===== src/rtl/spi_regbank_sync.sv =====
// SPI-slave register bank, fully in the clk domain with oversampled pins.
// Optional error counter at idx 62: define SPI_REGBANK_ERRCNT_EN.
module spi_regbank_sync #(
  parameter int NREG = 8,
  parameter int DW = 8,
  parameter logic [NREG*DW-1:0] RESET_VALS = '0
) (
  input  logic               clk,
  input  logic               rst_n,
  input  logic               spi_clk,
  input  logic               spi_cs_n,
  input  logic               spi_mosi,
  output logic               spi_miso,
  output logic [NREG*DW-1:0] regs,
  output logic               wr_stb,
  output logic [5:0]         wr_idx,
  output logic               frame_err
);

  typedef enum logic [2:0] {
    IDLE, ADDR, DATA, OVER, HOLD
  } state_t;

  localparam logic [4:0]  DWC = 5'(DW);
  localparam logic [15:0] KEY = 16'h00A5;

  state_t state, state_n;

  logic [2:0] sck_q;
  logic [2:0] csn_q;
  logic [1:0] mosi_q;
  logic [1:0] cs_raw;

  logic sck_rise, sck_fall;
  logic cs_rise, cs_fall;
  logic mosi_bit;

  logic [4:0]    cnt;
  logic [6:0]    hdr;
  logic [7:0]    hdr_full;
  logic [DW-1:0] dat;
  logic [DW-1:0] rb;
  logic [DW-1:0] rd;
  logic [1:0]    op;
  logic [5:0]    idx;
  logic          commit_q;

  logic take_hdr, take_dat, shift_rb;
  logic go_commit, go_err, clr_cnt;

  logic [DW-1:0] r [NREG];

`ifdef SPI_REGBANK_ERRCNT_EN
  logic [7:0] errcnt;
`endif

  always_ff @(posedge clk) begin
    if (!rst_n) begin
      sck_q  <= '0;
      csn_q  <= '1;
      mosi_q <= '0;
    end else begin
      sck_q  <= {sck_q[1:0], spi_clk};
      csn_q  <= {csn_q[1:0], spi_cs_n};
      mosi_q <= {mosi_q[0], spi_mosi};
    end
  end

  // Unreset copy of cs_n: lets reset decide between IDLE and HOLD
  always_ff @(posedge clk) begin
    cs_raw <= {cs_raw[0], spi_cs_n};
  end

  assign sck_rise = sck_q[1] & ~sck_q[2];
  assign sck_fall = ~sck_q[1] & sck_q[2];
  assign cs_rise  = csn_q[1] & ~csn_q[2];
  assign cs_fall  = ~csn_q[1] & csn_q[2];
  assign mosi_bit = mosi_q[1];
  assign hdr_full = {hdr, mosi_bit};

  always_ff @(posedge clk) begin
    if (!rst_n) state <= cs_raw[1] ? IDLE : HOLD;
    else        state <= state_n;
  end

  always_comb begin
    state_n   = state;
    take_hdr  = 1'b0;
    take_dat  = 1'b0;
    shift_rb  = 1'b0;
    go_commit = 1'b0;
    go_err    = 1'b0;
    clr_cnt   = 1'b0;
    if (cs_rise) begin
      state_n = IDLE;
      unique case (state)
        ADDR: go_err = 1'b1;
        DATA: begin
          if (cnt == DWC) go_commit = 1'b1;
          else            go_err    = 1'b1;
        end
        OVER: go_err = 1'b1;
        default: ;
      endcase
    end else begin
      unique case (state)
        IDLE: begin
          if (cs_fall) begin
            state_n = ADDR;
            clr_cnt = 1'b1;
          end
        end
        ADDR: begin
          if (sck_rise) begin
            take_hdr = 1'b1;
            if (cnt == 5'd7) begin
              state_n = DATA;
              clr_cnt = 1'b1;
            end
          end
        end
        DATA: begin
          if (sck_rise) begin
            if (cnt == DWC) state_n  = OVER;
            else            take_dat = 1'b1;
          end
          // The fall right after the header keeps the first bit on the line
          if (sck_fall && cnt != 5'd0) shift_rb = 1'b1;
        end
        default: ;
      endcase
    end
  end

  always_comb begin
    rd = '0;
    for (int i = 0; i < NREG; i++) begin
      if (hdr_full[5:0] == 6'(i)) rd = r[i];
    end
`ifdef SPI_REGBANK_ERRCNT_EN
    if (hdr_full[5:0] == 6'd62) rd = DW'(errcnt);
`endif
  end

  always_ff @(posedge clk) begin
    if (!rst_n) begin
      cnt      <= '0;
      hdr      <= '0;
      dat      <= '0;
      rb       <= '0;
      op       <= '0;
      idx      <= '0;
      commit_q <= 1'b0;
    end else begin
      commit_q <= go_commit;
      if (clr_cnt)                  cnt <= '0;
      else if (take_hdr | take_dat) cnt <= cnt + 5'd1;
      if (take_hdr) begin
        hdr <= hdr_full[6:0];
        if (cnt == 5'd7) begin
          op  <= hdr_full[7:6];
          idx <= hdr_full[5:0];
          rb  <= rd;
        end
      end
      if (take_dat) dat <= {dat[DW-2:0], mosi_bit};
      if (shift_rb) rb  <= {rb[DW-2:0], 1'b0};
    end
  end

  function automatic logic [DW-1:0] apply_op(
    input logic [1:0]    o,
    input logic [DW-1:0] a,
    input logic [DW-1:0] b
  );
    logic [DW-1:0] y;
    unique case (o)
      2'b00:   y = b;
      2'b01:   y = a | b;
      2'b10:   y = a & ~b;
      default: y = a ^ b;
    endcase
    return y;
  endfunction

  always_ff @(posedge clk) begin
    if (!rst_n) begin
      for (int i = 0; i < NREG; i++) r[i] <= RESET_VALS[i*DW +: DW];
      wr_stb    <= 1'b0;
      wr_idx    <= '0;
      frame_err <= 1'b0;
`ifdef SPI_REGBANK_ERRCNT_EN
      errcnt    <= '0;
`endif
    end else begin
      wr_stb    <= 1'b0;
      frame_err <= go_err;
`ifdef SPI_REGBANK_ERRCNT_EN
      if (go_err && errcnt != 8'hFF) errcnt <= errcnt + 8'd1;
`endif
      if (commit_q) begin
        if (idx == 6'd63) begin
          if (op == 2'b00 && dat == KEY[DW-1:0]) begin
            for (int i = 0; i < NREG; i++) r[i] <= RESET_VALS[i*DW +: DW];
            wr_stb <= 1'b1;
            wr_idx <= 6'd63;
`ifdef SPI_REGBANK_ERRCNT_EN
            errcnt <= '0;
`endif
          end
`ifdef SPI_REGBANK_ERRCNT_EN
        end else if (idx == 6'd62) begin
          if (op == 2'b00) begin
            errcnt <= '0;
            wr_stb <= 1'b1;
            wr_idx <= 6'd62;
          end
`endif
        end else begin
          for (int i = 0; i < NREG; i++) begin
            if (idx == 6'(i)) begin
              r[i]   <= apply_op(op, r[i], dat);
              wr_stb <= 1'b1;
              wr_idx <= idx;
            end
          end
        end
      end
    end
  end

  always_comb begin
    regs = '0;
    for (int i = 0; i < NREG; i++) regs[i*DW +: DW] = r[i];
  end

  assign spi_miso = (state == DATA) ? rb[DW-1] : 1'b0;

endmodule


===== config.mk =====
export PLATFORM = sky130hd
export DESIGN_NAME = spi_regbank_sync
export DESIGN_NICKNAME = d
export VERILOG_FILES = /design/src/rtl/spi_regbank_sync.sv
export SDC_FILE = /design/constraint.sdc
export NUM_CORES = 1
export LEC_CHECK = 0
export ABC_AREA = 1
export BUFFER_PORTS_ARGS = -buffer_cell sky130_fd_sc_hd__buf_2
export CORE_ASPECT_RATIO = 1.5
export CORE_UTILIZATION = 50
export DETAILED_ROUTE_END_ITERATION = 12
export GPL_TIMING_DRIVEN = 0
export MAX_ROUTING_LAYER = met4
export PLACE_DENSITY_LB_ADDON = 0.25
export SYNTH_ARGS = -nofsm -noshare
export SYNTH_HDL_FRONTEND = slang
export SYNTH_SLANG_ARGS = --single-unit

===== constraint.sdc =====
create_clock -name clk -period 6.36 [get_ports clk]
set_clock_uncertainty 0.15 [all_clocks]
set_input_delay 0.636 -clock clk [delete_from_list [all_inputs] [get_ports clk]]
set_output_delay 0.636 -clock clk [all_outputs]
set_load 0.005 [all_outputs]

Word level (Yosys, flattened, before mapping)
Memories as Yosys holds them, arrays and structs flattened. Index checks and enable logic that the tools add are counted.

Add/subtract/negate cells: 1. Equality and inequality tests: 30. Muxes and demuxes: 158. Bitwise logic cells: 51. Reduce and logical (&&, ||, !) cells: 20.

Operator list (count): $mux W8 (59); $pmux W8 S3 (8); $mux W1 (70); $and A8 B8 Y8 (8); $or A8 B8 Y8 (8); $xor A8 B8 Y8 (8); $mux W6 (10); $eq A6 B3 Y1 const B (8); $eq A6 B2 Y1 const B (4); $mux W3 (8); $ne A4 B4 Y1 const B (5); $or A1 B1 Y1 (17); $eq A6 B1 Y1 const B (2); $logic_not A6 Y1 (2); $pmux W3 S3 (1); $reduce_bool A9 Y1 (1); $eq A8 B8 Y1 const B (1); $not A8 Y8 (1); $reduce_and A2 Y1 (4); $eq A3 B2 Y1 const B (2); $eq A6 B6 Y1 const B (1); $reduce_and A3 Y1 (2); $reduce_and A6 Y1 (1); $reduce_or A2 Y1 (3); 16 further kinds (26).

Register bits after elaboration: 58. RAM bits: 64. Input bits: 5. Output and inout bits: 73. Word-level logic and storage cells: 277. Memories: 1.

Memories: r (words 8, width 8, read ports 8, clocked after memory_dff 0, wr ports 8, line 51) `logic [DW-1:0] r [NREG];`.

Logic depth before layout (Yosys ltp)
Depth in word-level cells: 12. Depth in mapped cells: 11.

Worst setup path before layout
Ideal clock, no wire load.

Kind: input -> register. Start point: in rst_n. End point: mem r[2][0] (netlist: r[0][16]), enable pin. Setup time: 0.384 ns. Arrival: 1.876 ns. Required time: 5.826 ns. Setup slack: 3.950 ns. Stages: 5. Buffers on the path: 1. Cell sequence: buf_4 -> nand2_2 -> nor3_1 -> inv_1 -> o21ai_0.

RTL lines: start, declared (line 9) `input logic rst_n,`; end, declared (line 51).

==> out/results.ini <==
[status]
status = finished clean

[critical_path]
max_stage_delay_ps = 700
crit_top_cell = nor2_1
end_kind = flop
worstReg2RegStart = dat[4]$_SDFFE_PN0P_
critPathSlowestCell = a21oi_1
reg2reg_depth = 7
crit_fanout = 18
crit_arrival_ps = 3070
path_class = flop to flop
startpoint_type = flop
r2r-end = r[0][23]$_SDFFCE_PN0P_
rrSetupSlack_ps = 3140
crit_chain = inv_1, nand4_1, nor2_1, nand2_1, nor2_1, a21oi_1, o21ai_0
crit_required_ps = 6210

[synthesis]
synth_ff_type = dfxtp_1
syn_area_mm2 = 0.00843
synth-xor-area-share = 0
synth_top_family_by_area = simple AND/OR/NAND/NOR gates
syn_inst = 1022
synth.most_common_cell = inv_1
synth-async-reset-ratio = 0
synth-simple-area-share = 0.209
synth_area_leaders = edfxtp_1 (21%), ha_1 (19%), dfxtp_1 (15%)
synth_top_area_share = 0.210
syn_avg_cell_area_um2 = 8.25
synthMuxAreaShare = 0
synth_warnings = 0
syn_nets = 1157
ys_seq_elements = 122
yosys.area.top_type = edfxtp_1
ys_seq_area_frac = 0.360
synth_compound_area_frac = 0.154
synth.distinct_cells = 37
synth_edf_count = 59
yosys.area_share.adder = 0.193
synth_common_cells = inv_1 (138), ha_1 (130), nand2_1 (130), o21ai_0 (95), nor2_1 (79)

[hold_path]
min_to = cs_raw[1]$_DFF_P_
min_path_type = flop to flop
whs_path_depth = 0
hp-start = cs_raw[0]$_DFF_P_

[pwr]
p_leak_nw = 3.94
peakVddDrop_mv = 0.184
p_per_area_mw_per_mm2 = 205
total_power_mw = 1.98

[floorplanning]
row_count = 57
die-width_um = 108
die_area_mm2 = 0.0174
fp.dieH_um = 161
start_util = 0.516
pin_count = 78
coreArea_mm2 = 0.0163

[drt]
totalWireLength_mm = 26.6
route.detailed.drc = 0
drtIter0Drc = 605
drt-vias-per-instance = 5.88
vias = 7851
first_pass_iters = 5
ant_nets = 0
wire_per_inst_um = 19.9

[finish]
drive_above_1_share = 0.195
antenna_cells = 0
fill_cells = 1525
nets = 1252
register_area_mm2 = 0.00303
area_growth_pct = 14.3
multi_input_area_mm2 = 0.00469

[sta]
whs_ps = 177
finalSetupViolCount = 0
rsz0062_at_grt = no
setup_tns_ps = 0
finalCritPeriodShare = 0.507
finalHoldViolations = 0
drv_slew = 0
slew_headroom = 0.0994
worst_slew_pin_slew_ps = 1340
fin_crit_ps = 3220
max_freq_mhz = 310

[global_routing]
antenna_found_initial = 0
grt_first_pass_wirelength_mm = 41.1
grt_pass1_vias = 7498
grt_overflow = 0
grt_max_degree = 20
grt.total_usage = 0.326

[cts]
cts_buffers = 17
ctsHoldBuffers = 0
cts.sinks = 122
clkLatencyLatePin_ps = 430
cts_tree = done
clk_path_buf_depth = 2
h-tree-depth = 4
cts_root_buf = clkbuf_16
clk_pin_slew_ps = 60
cts_resized = 0
cts_setup_buffers = 0

[placement]
portBuffers = 76
place.detailed.hpwl_mm = 19.1
gp_congestion = 0.983

[flow_run]
cap_violations = 0

## worst max path at each step
stage,slack (ps),start,end,depth (start not counted)
final,3140,dat[4]$_SDFFE_PN0P_,r[0][23]$_SDFFCE_PN0P_,7
after detailed placement,3210,dat[4]$_SDFFE_PN0P_,r[0][23]$_SDFFCE_PN0P_,7
after floorplan,3950,rst_n,r[0][16]$_SDFFCE_PN0P_,5
after global placement,3260,dat[4]$_SDFFE_PN0P_,r[0][23]$_SDFFCE_PN0P_,7
after CTS,3190,dat[4]$_SDFFE_PN0P_,r[0][23]$_SDFFCE_PN0P_,7
after global routing,2860,dat[4]$_SDFFE_PN0P_,r[0][23]$_SDFFCE_PN0P_,7
## layout by cell type (no fill, tap or decap), drive strengths merged, types with 34 or more instances in the layout
master,instances
a21oi,52
a31oi,51
buf,92
clkbuf,39
dfxtp,63
edfxtp,59
ha,130
inv,152
nand2,134
nand3,34
nand4,35
nor2,91
o21ai,96
or2,60
## worst max-delay path: cells and delay by family (launching register included)
family / cells / cell delay (ps)
buffers and inverters: 1 / 440
AOI/OAI and AO/OA: 2 / 1380
DFF: 1 / 350
and+or+nand+nor: 4 / 480
## area by class of cell
type / count / area share
Sequential cell: 122 / 0.314
Tap cell: 206 / 0.0267
Clock buffer: 19 / 0.0471
Buffer: 36 / 0.0167
Timing Repair Buffer: 76 / 0.0394
Clock inverter: 13 / 0.0117
Inverter: 147 / 0.0572
Multi-Input combinational cell: 717 / 0.487
## cell families (layout without fill, tap and decap cells)
family	after synthesis	count (layout)
adders and majority gates	130	130
and+or+nand+nor	364	364
AOI/OAI and AO/OA	223	223
DFF	122	122
buffers and inverters	183	291
## state kept, by name (all words and copies together), names as in the netlist
signal	cells
cs_raw	2
cnt	5
r	64
sck_q	3
idx	6
rb	8
wr_idx	6
frame_err	1
dat	8
op	2
wr_stb	1
state	3
commit_q	1
mosi_q	2
csn_q	3
hdr	7
## report_power, final
group          internal [mW]  leakage [nW]  switching [mW]
clock                  0.563         0.285           0.397
combinational         0.0459          2.57          0.0952
sequential             0.850          1.09          0.0290
## stage by stage
stage,instance area (um^2),cells,setup WS [ps],utilization
after floorplan,8430,1022,3950,-
after global placement,9070,1304,3260,0.556
after detailed placement,9080,1304,3210,0.556
after CTS,9640,1336,3190,0.591
after global routing,9640,1336,2860,0.591
final,9640,1336,3140,0.591
## per-layer routing
layer | routed length (um) | global-route usage | up-vias
met5 | 0 | - | -
met4 | 1850 | 0.218 | 0
met3 | 1730 | 0.0476 | 99
met2 | 12700 | 0.519 | 355
met1 | 10300 | 0.377 | 3736
li1 | - | - | 3661
(Power assumes the default switching activity.)
